==> src/rtl/tdc_thermo_decoder.sv <==
// Three-stage thermometer-to-binary decoder for the TDC fine-time path:
// polarity fix, 3-tap majority bubble correction, popcount plus error flags.
module tdc_thermo_decoder #(
  parameter int NTAPS         = 32,
  parameter int OUT_WIDTH     = 6,
  parameter int ERR_CNT_WIDTH = 16
) (
  input  logic                     clk,
  input  logic                     rst,
  input  logic [NTAPS-1:0]         therm_in,
  input  logic                     valid_in,
  input  logic                     invert,
  input  logic                     clr_err,
  output logic [OUT_WIDTH-1:0]     bin_out,
  output logic                     valid_out,
  output logic                     bubble_err,
  output logic                     overflow,
  output logic [ERR_CNT_WIDTH-1:0] err_cnt
);

  localparam logic [ERR_CNT_WIDTH-1:0] CNT_MAX = {ERR_CNT_WIDTH{1'b1}};
  localparam logic [ERR_CNT_WIDTH-1:0] CNT_ONE = ERR_CNT_WIDTH'(1);

  logic [NTAPS-1:0]         t_d, t_q;
  logic [NTAPS-1:0]         c_d, c_q;
  logic [NTAPS+1:0]         ext_s;
  logic [NTAPS-1:0]         corr_s;
  logic                     v1_d, v1_q, v2_d, v2_q;
  logic                     diff_d, diff_q;
  logic [OUT_WIDTH-1:0]     bin_d, bin_q;
  logic                     vout_d, vout_q;
  logic                     berr_d, berr_q;
  logic                     ovf_d, ovf_q;
  logic [ERR_CNT_WIDTH-1:0] cnt_d, cnt_q;

  function automatic logic [OUT_WIDTH-1:0] popcount(input logic [NTAPS-1:0] v);
    logic [OUT_WIDTH-1:0] n;
    n = {OUT_WIDTH{1'b0}};
    for (int i = 0; i < NTAPS; i++) begin
      n = n + OUT_WIDTH'(v[i]);
    end
    return n;
  endfunction

  // Stage 1: normalise polarity so ones always mark taps the edge has passed
  always_comb begin
    if (valid_in) begin
      t_d = therm_in ^ {NTAPS{invert}};
    end else begin
      t_d = t_q;
    end
    v1_d = valid_in;
  end

  // Stage 2: virtual taps pin the code ends (tap -1 fired, tap NTAPS not yet)
  always_comb begin
    ext_s = {1'b0, t_q, 1'b1};
    for (int i = 0; i < NTAPS; i++) begin
      corr_s[i] = (ext_s[i] & ext_s[i+1]) | (ext_s[i] & ext_s[i+2]) |
                  (ext_s[i+1] & ext_s[i+2]);
    end
    if (v1_q) begin
      c_d    = corr_s;
      diff_d = |(corr_s ^ t_q);
    end else begin
      c_d    = c_q;
      diff_d = diff_q;
    end
    v2_d = v1_q;
  end

  // Stage 3: bin, flags and the saturating bubble counter (clear wins)
  always_comb begin
    if (v2_q) begin
      bin_d  = popcount(c_q);
      ovf_d  = &c_q;
      berr_d = diff_q;
    end else begin
      bin_d  = bin_q;
      ovf_d  = ovf_q;
      berr_d = berr_q;
    end
    vout_d = v2_q;
    if (clr_err) begin
      cnt_d = {ERR_CNT_WIDTH{1'b0}};
    end else if (v2_q && diff_q && (cnt_q != CNT_MAX)) begin
      cnt_d = cnt_q + CNT_ONE;
    end else begin
      cnt_d = cnt_q;
    end
  end

  // Pipeline and output registers
  always_ff @(posedge clk or posedge rst) begin
    if (rst) begin
      t_q    <= {NTAPS{1'b0}};
      v1_q   <= 1'b0;
      c_q    <= {NTAPS{1'b0}};
      diff_q <= 1'b0;
      v2_q   <= 1'b0;
      bin_q  <= {OUT_WIDTH{1'b0}};
      ovf_q  <= 1'b0;
      berr_q <= 1'b0;
      vout_q <= 1'b0;
      cnt_q  <= {ERR_CNT_WIDTH{1'b0}};
    end else begin
      t_q    <= t_d;
      v1_q   <= v1_d;
      c_q    <= c_d;
      diff_q <= diff_d;
      v2_q   <= v2_d;
      bin_q  <= bin_d;
      ovf_q  <= ovf_d;
      berr_q <= berr_d;
      vout_q <= vout_d;
      cnt_q  <= cnt_d;
    end
  end

  assign bin_out    = bin_q;
  assign valid_out  = vout_q;
  assign bubble_err = berr_q;
  assign overflow   = ovf_q;
  assign err_cnt    = cnt_q;

endmodule

==> config.mk <==
export PLATFORM = sky130hd
export DESIGN_NAME = tdc_thermo_decoder
export DESIGN_NICKNAME = d
export VERILOG_FILES = /design/src/rtl/tdc_thermo_decoder.sv
export SDC_FILE = /design/constraint.sdc
export NUM_CORES = 1
export LEC_CHECK = 0
export CAP_MARGIN = 20
export CORE_MARGIN = 2
export CORE_UTILIZATION = 52
export DETAILED_ROUTE_END_ITERATION = 6
export GPL_ROUTABILITY_DRIVEN = 0
export PLACE_DENSITY = 0.86
export SYNTH_ARGS = -nofsm -noshare
export SYNTH_HDL_FRONTEND = slang
export SYNTH_SLANG_ARGS = --single-unit
==> constraint.sdc <==
create_clock -name clk -period 6.5 [get_ports clk]
set_clock_uncertainty 0.05 [all_clocks]
set_input_delay 1.3 -clock clk [delete_from_list [all_inputs] [get_ports clk]]
set_output_delay 1.3 -clock clk [all_outputs]
set_load 0.03 [all_outputs]
==> results_dict.tcl, run 1 <==
set metrics [dict create \
    synth_seq_cells 92 \
    regArea_sq_um 2300 \
    core-area_sq_um 10300 \
    root_buffer "clkbuf_8" \
    first_pass_iters 4 \
    multiInputGateArea_sq_um 2800 \
    hold_violations 0 \
    clock_latency_ps 370 \
    cp_max_fo 2 \
    rsz0062_at_grt "false" \
    p_leak_nw 2.69 \
    gr-total-overflow 0 \
    synth_cell_types 51 \
    grt_pass1_vias 3936 \
    cts-htree-levels 3 \
    synth.most_common_cell "dfrtp_1" \
    die-area_sq_um 11400 \
    drv_cap 0 \
    final_antenna_net_count 0 \
    grt_pass1_wl_mm 18.6 \
    final.setup.tns_ps 0 \
    netlist_top_cells_count "dfrtp_1 (92), inv_1 (64), nor2_1 (54), a21oi_1 (44)" \
    synth_area_leaders "dfrtp_1 (42%), fa_1 (8.7%), xnor2_1 (5.6%)" \
    pin_count 62 \
    status "completed" \
    drtIter0Drc 166 \
    syn_area_sq_um 5500 \
    numCtsBuffers 9 \
    post_cts_buffers 0 \
    power.density_nw_per_um2 562 \
    antenna_found_initial 0 \
    yosysSeqAreaShare_pct 41.9 \
    synth_warnings 0 \
    cts_resized 0 \
    die_y_um 107 \
    row_count 37 \
    peakVddDrop_v 0.000707 \
    crit_required_ps 6710 \
    cp-end-kind "flip-flop" \
    routed_via_density 5.44 \
    via_count 4059 \
    hold_path_class "reg -> reg" \
    synth_edf_count 0 \
    dpl.hpwl_mm 8.34 \
    criticalPathCategory "reg -> reg" \
    syn_avg_cell_area_sq_um 9.74 \
    synth_flop_cell "dfrtp_1" \
    hold_buffers 0 \
    finalSetupViolCount 0 \
    syn_to_final_growth_pct 15.4 \
    synth_top_area_share_pct 41.9 \
    cp.arrival_ps 5170 \
    clk_path_buf_depth 2 \
    maxSlewViolCount 0 \
    whs_path_depth 1 \
    grt_usage_pct 20.8 \
    min_period_over_period_pct 76.4 \
    cts.sink_count 92 \
    rr_worst_depth 15 \
    layout.nets 675 \
    syn_nets 634 \
    cts_tree "built" \
    num_antenna_cells 0 \
    wl_per_cell_um 14.9 \
    placed_area_sq_um 6130 \
    finalInstanceArea_sq_um 6340 \
    fmax_mhz 201 \
    portBuffers 61 \
    grt_max_degree 66 \
    synth_area_leader_cell "dfrtp_1" \
    die_x_um 107 \
    max_slew_margin_pct 33.7 \
    clkTransAtPathRegs_ps 90 \
    cp-start-kind "flip-flop" \
    drive_gt1_share_pct 6.56 \
    start_util_pct 53.5 \
    drc 0 \
    fillers 855 \
    wirelength_mm 11.1 \
    fin_crit_ps 4960 \
    worstMarginPinSlew_ps 994 \
    synthArstFlopShare_pct 100 \
    total_power_mw 3.57 \
    syn-instance-count 564 \
]
[where the power goes]
part           internal (mW)  switching, mW
Sequential             0.677         0.0906
Clock                  0.199          0.207
Combinational           1.17           1.22
[final cells by class]
type	count	share of cell area [%]
multi-input cells	375	44.2
flip-flops and latches	92	36.3
repair buffers	63	9.70
inverters	64	3.81
well taps	136	2.68
clock buffers	11	2.39
clock inverters	5	0.947
[final timing paths]
check                      startpoint    endpoint  slack, ps
max                            c_q[1]  bin_out[3]       1540
min                        bin_out[3]  bin_out[3]        470
max reg2reg                    c_q[1]  bin_out[3]       1540
min reg2reg                bin_out[3]  bin_out[3]        470
max in group asynchronous         rst      diff_q       4000
min in group asynchronous         rst  bin_out[1]       1320
[stage by stage]
step	utilization, %	hold slack (ps)	cells	setup WS, ps
after floorplan	-	335	564	1840
after global placement	59.7	444	730	1760
after detailed placement	59.7	456	730	1550
after CTS	61.7	473	746	1530
after global routing	61.7	488	746	1290
final	61.7	470	746	1540
[registers in the layout, indices dropped and copies added (netlist names)]
register and count:
c_q 32, t_q 32, err_cnt 16, bin_out 6
bubble_err 1, diff_q 1, overflow 1, v1_q 1
v2_q 1, valid_out 1
[cells by family (layout without fill, tap and decap cells)]
group / count (synthesis) / in the layout / share of synthesized area (%)
muxes: 15 / 15 / 3.01
DFF: 92 / 92 / 41.9
adders and majority gates: 60 / 60 / 15.7
buffers and inverters: 97 / 143 / 7.10
xor gates and xnor gates: 45 / 45 / 7.17
and+or+nand+nor: 148 / 148 / 13.9
AOI/OAI and AO/OA: 107 / 107 / 11.2
[critical path: stages, from the launching register on]
cell	delay, ps
dfrtp_1	390
inv_1	100
fa_1	440
fa_1	420
inv_1	100
fa_1	450
fa_1	520
fa_1	560
inv_1	60
fa_1	600
inv_1	70
ha_1	320
a21o_1	190
a21oi_1	220
xnor2_1	90
mux2_2	260
[cells in the final DEF, fill, tap and decap left out, types with 3 or more instances in the layout]
cell type and count:
mux2i_1 3, nand2b_1 14, xor2_1 10, dfrtp_1 92, clkbuf_8 11, xnor2_1 35, nand4_1 13, nand3_1 7
nor2_1 54, fa_1 24, nor4_1 3, nand3b_1 3, o211ai_1 4, nor2b_1 12, mux2_2 12, a22oi_1 4
nand2_1 28, maj3_1 27, ha_1 9, a21oi_1 44, a32oi_1 3, inv_1 63, o22ai_1 4, o21ai_0 35
clkdlybuf4s50_1 59
[metal layers]
| metal | routed length (um) | global-route usage, % | vias up |
|---|---|---|---|
| li1 | - | - | 1953 |
| met5 | 0 | 0 | - |
| met4 | 404 | 9.18 | 0 |
| met3 | 465 | 4.68 | 35 |
| met1 | 4790 | 27.0 | 1955 |
| met2 | 5470 | 33.6 | 116 |
Power figures use the tool's default switching activity.
==> inputs of run 2 (changes only) <==
--- a/config.mk
+++ b/config.mk
@@ -7,10 +7,10 @@
 export LEC_CHECK = 0
 export CAP_MARGIN = 20
 export CORE_MARGIN = 2
-export CORE_UTILIZATION = 52
+export CORE_UTILIZATION = 51
 export DETAILED_ROUTE_END_ITERATION = 6
 export GPL_ROUTABILITY_DRIVEN = 0
-export PLACE_DENSITY = 0.86
+export PLACE_DENSITY = 0.87
 export SYNTH_ARGS = -nofsm -noshare
 export SYNTH_HDL_FRONTEND = slang
 export SYNTH_SLANG_ARGS = --single-unit
==> constraint.sdc (replaced) <==
create_clock -name clk -period 3.98 [get_ports clk]
set_clock_uncertainty 0.05 [all_clocks]
set_input_delay 0.796 -clock clk [delete_from_list [all_inputs] [get_ports clk]]
set_output_delay 0.796 -clock clk [all_outputs]
set_load 0.03 [all_outputs]
==> run 2 against run 1 <==
Critical path depth increased by 1. Largest cell class unchanged. The run now ends with setup timing left. Sequential cell count unchanged. Combinational power increased by 90%. Clock power increased by 53%. Critical endpoint is now bin_out[4]. Setup slack got worse by 2300 ps.
==> results_dict.tcl, run 2 (synthesis gave the netlist of run 1 again) <==
set metrics [dict create \
    status "complete, but fails checks" \
    wl_per_cell_um 15.9 \
    crit_required_ps 4190 \
    die_x_um 108 \
    core-area_sq_um 10400 \
    drv_cap 0 \
    antenna_found_initial 0 \
    total_power_mw 6.41 \
    final_common_cell "dfrtp_1" \
    criticalPathCategory "reg -> reg" \
    num_antenna_cells 0 \
    final_cell_mix "dfrtp_1 (92), clkdlybuf4s50_1 (59), inv_1 (57)" \
    gr-total-overflow 0 \
    cts.sink_count 92 \
    final_antenna_net_count 0 \
    dpl.cell_count 747 \
    maxSlewViolCount 0 \
    cts_tree "built" \
    grt_max_degree 66 \
    grt_pass1_vias 4253 \
    pin_count 62 \
    portBuffers 61 \
    regArea_sq_um 2300 \
    fin_cells 766 \
    placed_area_sq_um 6280 \
    fmax_mhz 210 \
    cp_cell_sequence "fa_1, inv_2, fa_2, fa_1, fa_1, fa_1, fa_1, inv_2, ha_4, inv_2, fa_2, inv_1, a21o_1, a21oi_2, xnor2_1, mux2_2" \
    clock_latency_ps 370 \
    p_leak_nw 2.77 \
    first_pass_iters 7 \
    fillers 845 \
    finalInstanceArea_sq_um 6520 \
    grt_usage_pct 22.5 \
    violations "setup timing" \
    clkTransAtPathRegs_ps 90 \
    die_y_um 108 \
    numCtsBuffers 9 \
    routed_via_density 5.48 \
    final.setup.tns_ps -3280 \
    layout.nets 695 \
    hold_path_class "reg -> reg" \
    fin_crit_ps 4770 \
    root_buffer "clkbuf_8" \
    place_worst_setup_slack_ps -869 \
    crit_path_max_incr_delay_ps 570 \
    worstMarginPinSlew_ps 986 \
    clk_path_buf_depth 2 \
    min_period_over_period_pct 120 \
    worst_slack_ps -790 \
    power.density_nw_per_um2 984 \
    max_slew_margin_pct 34.3 \
    drc 0 \
    multiInputGateArea_sq_um 2830 \
    drive_gt1_share_pct 11.3 \
    rsz0062_at_grt "true" \
    via_count 4195 \
    die-area_sq_um 11600 \
    wirelength_mm 12.2 \
    crit_slowest_cell "fa_1" \
    start_util_pct 52.8 \
    hold_violations 0 \
    crit_top_cell "fa_1" \
    grt_pass1_wl_mm 20.4 \
    syn_to_final_growth_pct 18.6 \
    dpl.hpwl_mm 8.83 \
    fin_util_pct 62.6 \
    finalSetupViolCount 6 \
    worst_hold_slack_ps 466 \
    cp-start-kind "flip-flop" \
    peakVddDrop_v 0.00203 \
    row_count 37 \
    cp-end-kind "flip-flop" \
    drtIter0Drc 249 \
    cp_max_fo 2 \
    hold_buffers 0 \
    cts-htree-levels 3 \
    cp.arrival_ps 4980 \
]
## run 2: worst max-delay path: cells and delay by family (launching register included)
| family | cells | cell delay, ps |
|---|---|---|
| muxes | 1 | 260 |
| adders and majority gates | 8 | 3380 |
| buffers and inverters | 4 | 240 |
| DFF | 1 | 410 |
| xor gates and xnor gates | 1 | 120 |
| AOI/OAI and AO/OA | 2 | 190 |
## run 2: per-layer routing
layer  part of all wire (%)  up-vias  global-route usage (%)
met5                      0        -                       0
met3                    4.3       34                    3.27
met2                     50      137                    38.5
li1                       -     1995                       -
met1                     43     2029                    28.8
met4                    2.4        0                    8.33
## run 2: cell type report
type / instances / area share [%]
Multi-Input combinational cell: 375 / 43.4
Sequential cell: 92 / 35.3
Timing Repair Buffer: 83 / 11.9
Inverter: 64 / 3.70
Tap cell: 136 / 2.61
Clock buffer: 11 / 2.32
Clock inverter: 5 / 0.672
## run 2: timing repair
action,in CTS,in global routing
hold endpoints to repair,0,0
pin swaps,7,9
gates cloned,0,0
setup endpoints to repair,6,6
buffers inserted,1,2
resized for setup,5,5
## run 2: report_power, final
| part | internal [mW] | switching (mW) |
|---|---|---|
| Combinational | 2.42 | 2.11 |
| Clock | 0.269 | 0.354 |
| Sequential | 1.10 | 0.159 |
## run 2: worst paths after layout
check,from,slack (ps),to,cells past startpoint
hold reg to reg,bin_out[2],470,bin_out[2],1
setup reg to reg,c_q[17],-790,bin_out[4],16
max in group asynchronous,rst,2350,c_q[0],3
hold / removal,bin_out[2],470,bin_out[2],1
setup / recovery,c_q[17],-790,bin_out[4],16
min in group asynchronous,rst,830,bin_out[3],2
